[src/rtl/rail_fence_pkg.sv]
// rail_fence_pkg: shared FSM states and widths for the rail-fence stream front end
package rail_fence_pkg;
    typedef enum logic [1:0] {S_RECV, S_START, S_WAIT, S_SEND} state_t;
    localparam int BLOCK_W = 256;
    localparam int BYTE_W = 8;
endpackage

[src/rtl/rail_fence_stream_ctrl_byte_shift_buffer.sv]
// byte_shift_buffer: block-wide register with parallel load and byte-wise left shift
module byte_shift_buffer
    import rail_fence_pkg::*;
#(
    parameter int W = BLOCK_W
) (
    input  logic              i_clk,
    input  logic              i_rst_new,
    input  logic              i_load,
    input  logic [W-1:0]      i_load_data,
    input  logic              i_shift,
    input  logic [BYTE_W-1:0] i_shift_in,
    output logic [W-1:0]      o_data
);
    logic [W-1:0] r_data;

    always_ff @(posedge i_clk or negedge i_rst_new)
        if (!i_rst_new)
            r_data <= '0;
        else if (i_load)
            r_data <= i_load_data;
        else if (i_shift)
            r_data <= {r_data[W-BYTE_W-1:0], i_shift_in};

    assign o_data = r_data;
endmodule

[src/rtl/rail_fence_stream_ctrl.sv]
// rail_fence_stream_ctrl: assembles rx bytes into a block, runs the core, streams plain text back out
module rail_fence_stream_ctrl
    import rail_fence_pkg::*;
#(
    parameter int BYTES   = BLOCK_W / BYTE_W,
    parameter int TIMEOUT = 1024
) (
    input  logic                    i_clk,
    input  logic                    i_rst_new,
    input  logic                    i_rx_valid,
    output logic                    o_rx_ready,
    input  logic [7:0]              i_rx_data,
    output logic                    o_start,
    output logic [BYTE_W*BYTES-1:0] o_enc,
    input  logic                    i_finished,
    input  logic [BYTE_W*BYTES-1:0] i_dec,
    output logic                    o_tx_valid,
    input  logic                    i_tx_ready,
    output logic [7:0]              o_tx_data,
    output logic                    o_busy,
    output logic                    o_timeout
);
    localparam int W  = BYTE_W * BYTES;
    localparam int CW = $clog2(BYTES + 1);
    localparam int TW = $clog2(TIMEOUT);

    state_t        r_state, w_next;
    logic [CW-1:0] r_cnt;
    logic [TW-1:0] r_wait;
    logic          r_timeout;
    logic          w_rx_hs, w_tx_hs, w_last, w_fin, w_to;
    logic [W-1:0]  w_dec_buf;

    assign o_rx_ready = r_state == S_RECV;
    assign o_start    = r_state == S_START;
    assign o_tx_valid = r_state == S_SEND;
    assign o_busy     = !(r_state == S_RECV && r_cnt == '0);
    assign o_timeout  = r_timeout;
    assign o_tx_data  = w_dec_buf[W-1 -: BYTE_W];
    assign w_rx_hs    = i_rx_valid & o_rx_ready;
    assign w_tx_hs    = o_tx_valid & i_tx_ready;
    assign w_last     = r_cnt == CW'(BYTES - 1);
    assign w_fin      = r_state == S_WAIT && i_finished;
    assign w_to       = r_state == S_WAIT && !i_finished && r_wait == TW'(TIMEOUT - 1);

    always_comb begin
        w_next = r_state;
        case (r_state)
            S_RECV:  w_next = (w_rx_hs && w_last) ? S_START : S_RECV;
            S_START: w_next = S_WAIT;
            S_WAIT:  w_next = w_fin ? S_SEND : (w_to ? S_RECV : S_WAIT);
            S_SEND:  w_next = (w_tx_hs && w_last) ? S_RECV : S_SEND;
            default: w_next = S_RECV;
        endcase
    end

    // one byte counter serves both directions; only one handshake kind is possible per state
    always_ff @(posedge i_clk or negedge i_rst_new)
        if (!i_rst_new) begin
            r_state   <= S_RECV;
            r_cnt     <= '0;
            r_wait    <= '0;
            r_timeout <= 1'b0;
        end else begin
            r_state <= w_next;
            if (w_rx_hs || w_tx_hs)
                r_cnt <= w_last ? '0 : r_cnt + 1'b1;
            if (r_state == S_WAIT)
                r_wait <= (w_fin || w_to) ? '0 : r_wait + 1'b1;
            if (w_to)
                r_timeout <= 1'b1;
            else if (w_rx_hs)
                r_timeout <= 1'b0;
        end

    byte_shift_buffer #(.W(W)) u_rx (
        .i_clk       (i_clk),
        .i_rst_new   (i_rst_new),
        .i_load      (1'b0),
        .i_load_data ('0),
        .i_shift     (w_rx_hs),
        .i_shift_in  (i_rx_data),
        .o_data      (o_enc)
    );

    byte_shift_buffer #(.W(W)) u_tx (
        .i_clk       (i_clk),
        .i_rst_new   (i_rst_new),
        .i_load      (w_fin),
        .i_load_data (i_dec),
        .i_shift     (w_tx_hs),
        .i_shift_in  (8'h00),
        .o_data      (w_dec_buf)
    );
endmodule

[config.mk]
export PLATFORM = sky130hd
export DESIGN_NAME = rail_fence_stream_ctrl
export DESIGN_NICKNAME = d
export VERILOG_FILES = /design/src/rtl/rail_fence_pkg.sv /design/src/rtl/rail_fence_stream_ctrl_byte_shift_buffer.sv /design/src/rtl/rail_fence_stream_ctrl.sv
export SDC_FILE = /design/constraint.sdc
export NUM_CORES = 1
export LEC_CHECK = 0
export CORE_AREA = 3 3 267 243
export DETAILED_ROUTE_END_ITERATION = 12
export DIE_AREA = 0 0 270 246
export PLACE_DENSITY = 0.72
export SYNTH_ARGS = -nofsm -noshare
export SYNTH_HDL_FRONTEND = slang
export SYNTH_HIERARCHICAL = 1
export SYNTH_SLANG_ARGS = --single-unit
export TNS_END_PERCENT = 5
[constraint.sdc]
create_clock -name i_clk -period 1.8 [get_ports i_clk]
set_clock_uncertainty 0.1 [all_clocks]
set_input_delay 0.36 -clock i_clk [delete_from_list [all_inputs] [get_ports i_clk]]
set_output_delay 0.36 -clock i_clk [all_outputs]
set_load 0.1 [all_outputs]
==> flow_summary_export.csv <==
group,metric,value,unit
outcome,status,"finished, violations left",
outcome,violations,"negative setup slack",
sta,worst_slack,-0.277,ns
synth,yosys.area.top_type,"dfrtp_1",
floorplanning,initial_core_util,0.397,
sta,rsz0062_at_grt,"yes",
final_layout,drive_above_1_share,0.169,
synth,yosys.area.top_type_share,0.536,
setup_path,path_delay_family,"simple AND/OR/NAND/NOR gates",
cts,cts_tree,"done",
detailed_routing,drcViolationCount,0,
global_routing,antenna_found_initial,4,
setup_path,cpMaxStageDelayCell,"dfrtp_1",
final_layout,fin_area,0.0376,mm2
floorplanning,fp.coreArea,0.0624,mm2
power_and_ir_drop,total_leakage_power,0.0154,uW
floorplanning,dieArea,0.0664,mm2
final_layout,area_delta_synth_final,51.8,%
setup_path,cp-end-kind,"output pin",
sta,finalWorstPathRequiredPeriod,2.08,ns
detailed_routing,final_antenna_net_count,0,
setup_path,reg2regPathDepth,7,
floorplanning,num_io_pins,538,
sta,relSlewSlack,0.429,
cts,cts-root-buf,"clkbuf_16",
synth,syn_area,0.0248,mm2
power_and_ir_drop,ir_worst_vdd,0.966,mV
cts,htree_levels,2,
synth,avgSynthCellArea,10.7,um2
synth,synthCells,2326,
global_routing,grt_pass1_vias,19600,
detailed_routing,routed_wl,72.2,mm
synth,ys_seq_area_frac,0.536,
cts,clockBufferDepth,3,
floorplanning,die_h,246,um
final_layout,fin_nets,3426,
setup_path,crit_fanout,2,
sta,finalSetupViolCount,57,
setup_path,rr_startpoint,"r_state[0]",
power_and_ir_drop,power,58800,uW
setup_path,cp.required,1.34,ns
setup_path,ff2ff_setup_slack,-0.10,ns
cts,cts_sinks,531,
global_routing,grt_max_degree,513,
run,cap_violations,0,
detailed_routing,viasPerCell,4.79,
place,portBuffers,537,
detailed_routing,wl_per_cell,17.9,um
sta,max_freq,481,MHz
sta,worst_pin_slew,0.856,ns
synth,ys_warn_count,6,
place,gp_congestion,0.854,
setup_path,worst-path-buf-inv,1,
cts,cts.clk_slew.worst_paths,0.06,ns
setup_path,cp.arrival,1.62,ns
setup_path,critPathLaunchType,"flop",
hold_path,hold_class,"primary input to async pin",
global_routing,overflow,0,
cts,insertion_delay,0.60,ns
setup_path,cp_cell_sequence,"nor4_4 -> nand3_2 -> buf_12",
synth,synth.distinct_cells,38,
floorplanning,die_x,270,um
setup_path,crit_type,"flop to output pin",
place,hpwl,52.7,mm
global_routing,grt_usage,0.212,
global_routing,grt_pass1_wl,113,mm
setup_path,cpPeakStageDelay,0.41,ns
detailed_routing,firstDrtPassIters,5,
sta,slew_viol_final,0,
final_layout,n_fill_cell,4905,
setup_path,cp.depth,3,
setup_path,timing.rr.end,"r_wait[9]",
place,placed_area,0.0353,mm2
power_and_ir_drop,cellPowerDensity,1560,mW/mm2
synth,synth-seq-cells,531,
cts,cts_buffers,55,
sta,period_share,1.15,
synth,synth.area.top_cells,"dfrtp_1 54%, mux2i_1 21%, o21ai_1 9.7%",
floorplanning,fp-row-count,87,
sta,finalHoldViolCount,0,
detailed_routing,dr_total_vias,19400,
detailed_routing,dr.first_iter.drc_count,1170,
cells in the mapped netlist:
master / number
nand2_2: 1
or3b_1: 1
ha_1: 3
a22o_1: 1
nor3b_2: 1
xnor2_1: 9
clkbuf_1: 82
dfrtp_1: 531
xor2_1: 1
nand2_1: 523
a221o_1: 1
and3_1: 3
or2_1: 1
nand3b_1: 1
nand2b_1: 2
nor2b_1: 3
o21ai_0: 35
mux2_1: 1
buf_6: 2
nor2_2: 2
a21o_1: 1
nor4_1: 3
buf_2: 22
buf_4: 13
o2bb2ai_1: 1
o31a_1: 1
inv_2: 1
nor3_1: 4
mux2i_1: 512
nor2_1: 13
buf_8: 50
o21ai_1: 480
nand3_1: 6
inv_1: 6
buf_12: 4
conb_1: 1
and2_1: 1
nand4_1: 3
stage by stage:
stage / cells / setup TNS, ns / worst slack (ns) / hold WS, ns / utilization
floorplan: 2590 / -68.96 / -0.276 / -0.0356 / -
global placement: 3934 / -95.54 / -0.327 / 0.164 / 0.566
detailed placement: 3934 / -102.29 / -0.355 / 0.165 / 0.566
CTS: 4039 / -1.02 / -0.358 / 0.0937 / 0.601
global route: 4046 / -23.41 / -0.377 / 0.150 / 0.603
finish: 4046 / -1.66 / -0.277 / 0.154 / 0.603
sequential cells by signal, summed over array words and instances, names as in the netlist:
| register | flops |
|---|---|
| r_state | 2 |
| r_wait | 10 |
| o_timeout | 1 |
| u_rx/o_data | 256 |
| u_tx/o_data | 256 |
| r_cnt | 6 |
cells in the final DEF, fill, tap and decap left out, types with 2 or more instances in the layout:
| cell type | count |
|---|---|
| clkbuf_16 | 55 |
| inv_1 | 6 |
| ha_1 | 3 |
| dfrtp_1 | 520 |
| clkdlybuf4s50_1 | 267 |
| diode_2 | 2 |
| dfrtp_2 | 11 |
| conb_1 | 265 |
| and3_1 | 2 |
| buf_4 | 74 |
| nand3_1 | 5 |
| clkinv_2 | 7 |
| nor2_4 | 2 |
| bufinv_16 | 13 |
| o21ai_0 | 22 |
| buf_6 | 7 |
| nor3_1 | 4 |
| clkbuf_8 | 16 |
| o21ai_1 | 493 |
| nand4_1 | 3 |
| clkbuf_1 | 6 |
| nor2b_1 | 2 |
| mux2i_2 | 8 |
| nand2_2 | 2 |
| xnor2_1 | 9 |
| mux2i_1 | 504 |
| inv_6 | 2 |
| buf_12 | 328 |
| nor2_1 | 12 |
| nand2_1 | 521 |
cell type report:
class / count / area (um2) / share of cell area
tap: 845 / 1060 / 0.0281
timing repair buffer: 679 / 9930 / 0.264
timing repair inverter: 1 / 6.26 / 0.000166
clock inverter: 25 / 479 / 0.0127
clock buffer: 77 / 1620 / 0.0430
antenna: 2 / 5.00 / 0.000133
multi-input combinational: 1879 / 11200 / 0.297
sequential: 531 / 13300 / 0.354
inverter: 7 / 38.8 / 0.00103
how the worst max path moves through the flow:
| stage | slack [ns] | from | end |
|---|---|---|---|
| 6_report | -0.28 | r_cnt[4] | o_busy |
| 5_1_grt | -0.38 | r_cnt[4] | o_busy |
| 4_1_cts | -0.36 | r_cnt[4] | o_busy |
| 3_5_place_dp | -0.35 | i_tx_ready | u_tx/o_data[223] |
| 3_3_place_gp | -0.33 | i_tx_ready | u_tx/o_data[162] |
| 2_1_floorplan | -0.28 | r_state[0] | u_rx/o_data[213] |
kinds of logic after synthesis:
logic type / synth area share
mux: 0.207
buf+inv: 0.0563
other cells: 0.000151
fa+ha+maj: 0.00152
xor+xnor: 0.00353
simple gates: 0.0892
flops: 0.536
compound gates: 0.106
metal layers:
layer	up-vias	wire, um	part of all wire	track usage
met3	139	4030	0.056	0.0492
li1	9423	-	-	-
met2	459	35000	0.48	0.346
met1	9367	30600	0.42	0.277
met4	0	2630	0.036	0.0807
met5	-	0	0	0
power breakdown:
| group | internal, uW | total (uW) | switching, uW | leakage, uW |
|---|---|---|---|---|
| logic | 10900 | 26300 | 15400 | 0.00785 |
| clock network | 8140 | 13000 | 4900 | 0.00103 |
| registers | 15800 | 19500 | 3660 | 0.00653 |
| total | 34800 | 58800 | 23900 | 0.0154 |
timing repair:
item	4_1_cts	5_1_grt
hold endpoints to repair	381	0
pin swaps	1	2
setup buffers	2	4
hold buffers	1	0
gates resized for setup	14	39
setup endpoints to repair	12	101
cloned	0	1
Note: power is estimated with default switching activity, not from simulation.
